## src/rtl/mux_arb_pkg.sv

```systemverilog
// Shared constants and types for the time-shared read mux arbiter.
package mux_arb_pkg;
  localparam int MUX_ARB_NREQ     = 4;
  localparam int MUX_ARB_ADDR_W   = 5;
  localparam int MUX_ARB_DATA_W   = 64;
  localparam int MUX_ARB_MAX_LOCK = 4;

  typedef logic [MUX_ARB_NREQ-1:0]   req_vec_t;
  typedef logic [MUX_ARB_ADDR_W-1:0] sel_t;
endpackage

```

## src/rtl/mux_read_arbiter_rr_pick.sv

```systemverilog
// Combinational round-robin picker: first set request at or above ptr, with wrap.
module rr_pick #(
  parameter int NREQ = 4,
  parameter int PW   = 2
) (
  input  logic [NREQ-1:0] req_i,
  input  logic [PW-1:0]   ptr_i,
  output logic [NREQ-1:0] onehot_o,
  output logic [PW-1:0]   idx_o,
  output logic            valid_o
);
  int j;

  always_comb begin
    onehot_o = '0;
    idx_o    = '0;
    valid_o  = 1'b0;
    j        = 0;
    for (int k = 0; k < NREQ; k++) begin
      j = int'(ptr_i) + k;
      if (j >= NREQ) j = j - NREQ;
      if (!valid_o && req_i[j]) begin
        valid_o     = 1'b1;
        idx_o       = PW'(j);
        onehot_o[j] = 1'b1;
      end
    end
  end
endmodule

```

## src/rtl/mux_read_arbiter.sv

```systemverilog
// Round-robin owner of a shared read mux: registered grant/select, then registered data.
// Optional grant locking (up to MUX_ARB_MAX_LOCK in a row) with MUX_READ_ARBITER_LOCK_EN.
module mux_read_arbiter
  import mux_arb_pkg::*;
#(
  parameter int NREQ   = MUX_ARB_NREQ,
  parameter int ADDR_W = MUX_ARB_ADDR_W,
  parameter int DATA_W = MUX_ARB_DATA_W
) (
  input  logic                   clk,
  input  logic                   reset,
  input  logic [NREQ-1:0]        req,
  input  logic [NREQ*ADDR_W-1:0] addr,
`ifdef MUX_READ_ARBITER_LOCK_EN
  input  logic [NREQ-1:0]        lock,
`endif
  output logic [NREQ-1:0]        gnt,
  output logic [ADDR_W-1:0]      sel,
  input  logic [DATA_W-1:0]      mux_y,
  output logic [DATA_W-1:0]      rdata,
  output logic [NREQ-1:0]        rvalid,
  output logic                   busy
);
  localparam int PW = (NREQ > 1) ? $clog2(NREQ) : 1;

  logic [NREQ-1:0]   gnt_q, gnt_d, rvalid_q;
  logic [ADDR_W-1:0] sel_q, sel_d;
  logic [PW-1:0]     ptr_q, ptr_d;
  logic [DATA_W-1:0] rdata_q;

  logic [NREQ-1:0]   pick_req, pick_oh;
  logic [PW-1:0]     pick_idx;
  logic              pick_vld;

`ifdef MUX_READ_ARBITER_LOCK_EN
  logic [2:0]    lock_cnt_q, lock_cnt_d;
  logic          hold, relock;
  logic [PW-1:0] hold_idx;
`endif

  // Requests seen by the picker; a capped lock holder sits out one round.
  always_comb begin
    pick_req = req;
`ifdef MUX_READ_ARBITER_LOCK_EN
    hold     = |(gnt_q & req & lock);
    relock   = hold && (lock_cnt_q < 3'(MUX_ARB_MAX_LOCK));
    hold_idx = '0;
    for (int i = 0; i < NREQ; i++)
      if (gnt_q[i]) hold_idx = PW'(i);
    if (hold && !relock) pick_req = req & ~gnt_q;
`endif
  end

  rr_pick #(.NREQ(NREQ), .PW(PW)) u_pick (
    .req_i    (pick_req),
    .ptr_i    (ptr_q),
    .onehot_o (pick_oh),
    .idx_o    (pick_idx),
    .valid_o  (pick_vld)
  );

  always_comb begin
    gnt_d = '0;
    sel_d = sel_q;
    ptr_d = ptr_q;
    if (pick_vld) begin
      gnt_d = pick_oh;
      sel_d = addr[pick_idx*ADDR_W +: ADDR_W];
      ptr_d = (pick_idx == PW'(NREQ-1)) ? '0 : pick_idx + PW'(1);
    end
`ifdef MUX_READ_ARBITER_LOCK_EN
    lock_cnt_d = pick_vld ? 3'd1 : 3'd0;
    if (relock) begin
      gnt_d      = gnt_q;
      sel_d      = addr[hold_idx*ADDR_W +: ADDR_W];
      ptr_d      = ptr_q;
      lock_cnt_d = lock_cnt_q + 3'd1;
    end
`endif
  end

  always_ff @(posedge clk) begin
    if (reset) begin
      gnt_q    <= '0;
      sel_q    <= '0;
      ptr_q    <= '0;
      rvalid_q <= '0;
      rdata_q  <= '0;
    end else begin
      gnt_q    <= gnt_d;
      sel_q    <= sel_d;
      ptr_q    <= ptr_d;
      rvalid_q <= gnt_q;
      if (|gnt_q) rdata_q <= mux_y;
    end
  end

`ifdef MUX_READ_ARBITER_LOCK_EN
  always_ff @(posedge clk) begin
    if (reset) lock_cnt_q <= '0;
    else       lock_cnt_q <= lock_cnt_d;
  end
`endif

  assign gnt    = gnt_q;
  assign sel    = sel_q;
  assign rdata  = rdata_q;
  assign rvalid = rvalid_q;
  assign busy   = (|gnt_q) | (|rvalid_q);
endmodule

```

## config.mk

```make
export PLATFORM = sky130hd
export DESIGN_NAME = mux_read_arbiter
export DESIGN_NICKNAME = d
export VERILOG_FILES = /design/src/rtl/mux_arb_pkg.sv /design/src/rtl/mux_read_arbiter_rr_pick.sv /design/src/rtl/mux_read_arbiter.sv
export SDC_FILE = /design/constraint.sdc
export NUM_CORES = 1
export LEC_CHECK = 0
export CAP_MARGIN = 20
export CORE_ASPECT_RATIO = 1.4
export CORE_MARGIN = 4
export CORE_UTILIZATION = 44
export CTS_CLUSTER_SIZE = 25
export DETAILED_ROUTE_END_ITERATION = 6
export HOLD_SLACK_MARGIN = 0.08
export PLACE_DENSITY = 0.95
export SLEW_MARGIN = 20
export SYNTH_ARGS = -nofsm -noshare
export SYNTH_HDL_FRONTEND = slang
export SYNTH_SLANG_ARGS = --single-unit
```

## constraint.sdc

```tcl
create_clock -name clk -period 4.69 [get_ports clk]
set_clock_uncertainty 0.05 [all_clocks]
set_input_delay 0.469 -clock clk [delete_from_list [all_inputs] [get_ports clk]]
set_output_delay 0.469 -clock clk [all_outputs]
set_load 0.005 [all_outputs]
```

; ---- Yosys cells after proc, flatten, opt, wreduce, memory -nomap -nowiden
; Index checks and enable logic that the tools add are counted.
[op_classes]
addsub = 8
bitwise = 5
mux = 37
reduce_logical = 13
n_eq_ne = 1
magnitude_cmp = 12
multipliers = 1
shift = 1
[ops]
columns = cell, n
row1 = $ge A32 B1 Y1 const B, 4
row2 = $lt A32 B4 Y1 const B, 4
row3 = $mux W32, 4
row4 = $ge A32 B4 Y1 const B, 3
row5 = $sub A32 B4 Y32 const B, 3
row6 = $shiftx A20 B6 Y5, 1
row7 = $mux W1, 16
row8 = $mux W4, 4
row9 = $or A4 B4 Y4, 3
row10 = $mux W2, 5
row11 = $bmux W1 S2, 4
row12 = $demux W1 S2, 4
row13 = $reduce_or A4 Y1, 2
row14 = $logic_and A1 B1 Y1, 7
row15 = $add A2 B2 Y3 const B, 2
row16 = $mul A2 B3 Y5 const B, 1
row17 = $sub A2 B3 Y4 const B, 1
row18 = $add A2 B1 Y3 const B, 1
row19 = $ge A2 B3 Y1 const B, 1
row20 = $logic_not A1 Y1, 3
row21 = $add A2 B1 Y2 const B, 1
row22 = $eq A2 B2 Y1 const B, 1
row23 = $reduce_or A2 Y1, 1
row24 = $not A1 Y1, 1
row25 = $or A1 B1 Y1, 1
[word_totals]
elab_cells = 83
reg_bits = 79
out_inout_bits = 78
inputBits = 90

; ---- Depth between registers and ports, before layout
[logic_depth]
depth_word = 17
ltp_mapped = 11
depth_no_buf = 8

; ---- By module
; From an unflattened synthesis, not the netlist that was laid out.
[unflattened]
cells_unflattened = 377
hier_area_um2 = 3308.2
[by_module_without_submodules]
columns = mod, seq_area_each_um2, area_each_um2, n_inst, cells_per_inst
row1 = mux_read_arbiter, 1581.5, 2847.7, 1, 329
row2 = rr_pick, 0.0, 460.4, 1, 48

; ---- Least setup slack after synthesis
; Ideal clock, no wire load.
[synth_timing]
kind = flip-flop to flip-flop
startpoint = register ptr_q[0]
endpoint = register sel_q[0] (netlist: sel[0])
stages_incl_launch_ff = 12
slack_ps = 1906
n_path_buf = 3
synth_period_minus_slack_ps = 2784
setup_time_ps = 131
required_ps = 4509
arrival_time_ps = 2603
path_cell_list = dfxtp_1 > buf_6 > inv_1 > ha_1 > buf_4 > mux4_2 > nor2b_1 > buf_2 > o21ai_1 > o31ai_4 > mux2i_1 > o211ai_1
[synth_between]
elab_chain_cells = 17
elab_cells_between_ends = 43
cone_classes = add/sub (7) / mul (1) / order compare (4) / shift (1) / mux (24) / reduce/logical (6)
[synth_lines]
columns = item, line
row1 = start: declaration, mux_read_arbiter.sv:28  ; logic [PW-1:0] ptr_q, ptr_d;
row2 = start signal: assignment, mux_read_arbiter.sv:92  ; ptr_q <= ptr_d;
row3 = "parallel branches: the longest is 17 deep, another holds $sub A32 B4 Y32", -
row4 = end signal: assignment, mux_read_arbiter.sv:91  ; sel_q <= sel_d;
row5 = end: declaration, mux_read_arbiter.sv:27  ; logic [ADDR_W-1:0] sel_q, sel_d;
; Several ways; the timed one is not identified. The select of a mux whose other input is x is not followed.
; A chain may end at the register's enable or synchronous reset.

; ---- Worst setup path in the final report
[layout_timing]
startpoint = register ptr_q[1]
endpoint = register sel_q[0] (netlist: sel[0])
; The elaborated chain is that of the path after synthesis.

==> metrics.log <==
INFO  metric switchingPower = around 1400 uW
INFO  metric netlist-cell-type-count = 46
INFO  metric route.detailed.wl_per_inst = 15.54 um
INFO  metric finalNetCount = ~680
INFO  metric power.share.combinational = about 55%
INFO  metric unrepaired_setup_endpoints_after_global_routing = no
INFO  metric number_of_standard_cells_after_synthesis = 430
INFO  metric cts.sink_count = just under 80
INFO  metric dr.first_iter.drc_count = 211
INFO  metric cp_slowest_stage_delay = 0.64 ns
INFO  metric dieWidth = 82.98 um
INFO  metric run_status = finished clean
INFO  metric most_instantiated_flip_flop_cell_in_the_synthesis_netlist = dfxtp_1
INFO  metric totalPowerFinal = 3521 uW
INFO  metric die_height = around 110 um
INFO  metric vdd.ir_drop.worst = 0.5200 mV
INFO  metric yosysWarnings = 0
INFO  metric cts_buffer_depth = 2
INFO  metric syn_area_per_cell = 8.054 sq um
INFO  metric ys_async_sr_fraction = 0%
INFO  metric timing.critical_path.from_type = flip-flop
INFO  metric worst_ep_arrival_time = about 3.5 ns
INFO  metric tritoncts_clock_tree = built
INFO  metric grt-ovfl-total = 0
INFO  metric drc = 0
INFO  metric antenna_cells = 0
INFO  metric final_antenna_net_count = 0
INFO  metric syn_to_final_growth = 53.94%
INFO  metric die_area = between 9000 and 10000 sq um
INFO  metric synthesis.nets = 528
INFO  metric fin_setup_tns = 0 ns
INFO  metric routabilityCongestion = 0.9478
INFO  metric hold_class = flip-flop to flip-flop
INFO  metric critical_path.cell_chain = inv_1 -> ha_1 -> mux4_2 -> nor2b_1 -> o21ai_1 -> o31ai_4 -> mux2i_1 -> o211ai_1
INFO  metric clk_pin_slew = around 0.080 ns
INFO  metric finish.instance_area = 5331 sq um
INFO  metric fin_util = 69.22%
INFO  metric clock_tree.htree_level_count = 3
INFO  metric drt-pass1-iter-count = 4
INFO  metric crit_buf_inv = 1
INFO  metric slew_headroom = 40.53%
INFO  metric timing.critical_path.slowest_stage_cell = mux4_2
INFO  metric initial_core_utilization = 44.96%
INFO  metric insertion_delay = 0.33 ns
INFO  metric num_vias = about 3600
INFO  metric required = 4.86 ns
INFO  metric seq_power_share = 31.0%
INFO  metric number_of_max_cap_violations = 0
INFO  metric timing_hold_violations_final = 0
INFO  metric dp_hpwl = 7983 um
INFO  metric clock_power_share = 13.8%
INFO  metric port_buffers = approximately 170
INFO  metric maximum_number_of_pins_on_one_net_before_global_route_repair = 65
INFO  metric setup_violators_final = 0
INFO  metric timing.final.crit_share = 70.41%
INFO  metric slew_violations = 0
INFO  metric cts_inserted_buffers = 9
INFO  metric ctsHoldBuffers = 0
INFO  metric cts.repair.resized = 0
INFO  metric postRouteWirelength = 10610 um
INFO  metric ys_seq_area_share = 45.66%
INFO  metric boundaryPins = 168
INFO  metric critical_path.top_delay_family = multiplexers
INFO  metric detailed_place.area = a little over 5000 sq um
INFO  metric layout-drive-gt1-share = 5.489%
INFO  metric cp_max_fo = 11
INFO  metric grt.total_usage = 22.08%
INFO  metric wire_length_of_the_first_global_routing_pass = 16790 um
INFO  metric via_count_of_the_first_global_routing_pass = ~3400
INFO  metric cts-root-buf = clkbuf_8
INFO  metric route.detailed.vias_per_inst = 5.249
INFO  metric cp-end-kind = flip-flop
INFO  metric leakagePower = 0.001933 uW
INFO  metric power_density = roughly 660 nW/um^2
INFO  metric internal_power = 2125 uW
INFO  metric core-area = about 7700 sq um
INFO  metric initial_antenna_violation_count = 0
INFO  metric max_freq = approximately 0.3 GHz
INFO  metric timing.setup.critical_path_class = flip-flop to flip-flop
INFO  metric number_of_synthesized_flops_with_an_enable_pin = 0
INFO  metric postCtsSetupRepairBufs = 0
INFO  metric switching_share_of_power = 39.65%
INFO  metric postSynthRegisterBits = 79
INFO  metric placementRows = 38
INFO  metric slew_of_the_pin_with_the_lowest_slew_margin = 0.8839 ns
INFO  metric netlist_area_before_placement = 3463 sq um
INFO  metric final.hold.worst_slack = about 0.40 ns
INFO  metric fin_crit = 3.302 ns
[final cells by class]
cell class,count,area [sq um]
clock inverters,5,58.81
repair buffers,170,1689
well taps,100,125.1
fillers,624,2371
clock buffers,11,131.4
flip-flops and latches,79,1582
inverters,3,11.26
multi-input cells,315,1734
[worst min-delay path: stages (launching register included)]
cell	delay, ns
dfxtp_1	0.31
nand2_1	0.05
a21oi_1	0.05
[final timing paths]
check                  from   endpoint  slack [ns]  cells past startpoint
hold / removal    rdata[63]  rdata[63]        0.40                      2
hold reg to reg   rdata[63]  rdata[63]        0.40                      2
setup / recovery   ptr_q[1]     sel[0]        1.39                      8
setup reg to reg   ptr_q[1]     sel[0]        1.39                      8
[cell usage after synthesis, drive strengths merged (3+ instances only)]
master   count  area share, %
nor2        21            2.3
nand3b       4           0.87
a221oi       4            1.0
o31ai        3            1.2
a211oi       5            1.1
inv          3           0.33
o211ai       6            1.3
clkbuf      26            2.8
or3          3           0.54
buf          7            1.4
ha           8            2.9
a22oi        4           0.87
nor3         3           0.43
nor4         4           0.72
a21oi       66            9.5
mux2i        7            2.0
o2111ai      4            1.0
nor2b        5           0.90
dfxtp       79             46
mux4         3            2.0
nand2      140             15
[cell families after synthesis]
| family | after synthesis | synth area share [%] |
|---|---|---|
| AOI/OAI and AO/OA | 103 | 18.71 |
| and+or+nand+nor | 191 | 23.30 |
| DFF | 79 | 45.66 |
| adders and majority gates | 8 | 2.890 |
| xor gates and xnor gates | 1 | 0.2529 |
| buffers and inverters | 36 | 4.552 |
| muxes | 12 | 4.624 |
[power by group through the flow]
stage               registers (uW)  clock network, uW  logic, uW
global route                  1120                528       2130
global placement              1090                  0       1880
CTS                           1090                499       1950
floorplan                     1130                  0       1070
detailed placement            1110                  0       1950
finish                        1090                487       1940
[sequential cells by signal, indices dropped and copies added (netlist names)]
| register | flops |
|---|---|
| rdata | 64 |
| gnt | 4 |
| ptr_q | 2 |
| rvalid | 4 |
| sel | 5 |
[per-layer routing]
| metal | up-vias | part of all wire, % | global-route usage (%) |
|---|---|---|---|
| met5 | - | 0 | 0 |
| met4 | 0 | 3.1 | 11.45 |
| met3 | 28 | 6.7 | 4.953 |
| met2 | 168 | 53 | 39.45 |
| met1 | 1633 | 38 | 24.34 |
| li1 | 1756 | - | - |
[cells in the final DEF, fill, tap and decap left out, types with 2 or more instances in the layout]
cell type,instances
or2_2,2
nand2_1,140
nor3_1,3
buf_4,3
clkinvlp_4,2
clkbuf_1,2
o22ai_1,2
a221oi_1,4
nor4_1,3
clkdlybuf4s50_1,166
nor2b_1,5
o2111ai_1,4
clkbuf_8,9
or3b_1,2
nor2_1,21
inv_1,3
a21oi_1,66
or3_1,3
mux2i_1,7
ha_1,8
mux2_2,2
a22oi_1,4
a211oi_1,5
nand3b_1,4
dfxtp_1,79
mux4_2,3
o211ai_1,6
[metrics by stage]
stage          setup slack [ns]  instances
6_report                  1.388        683
5_1_grt                   1.190        683
4_1_cts                   1.407        683
3_5_place_dp              1.423        667
3_3_place_gp              1.616        667
2_1_floorplan             1.906        430
Note: power is estimated with default switching activity, not from simulation.
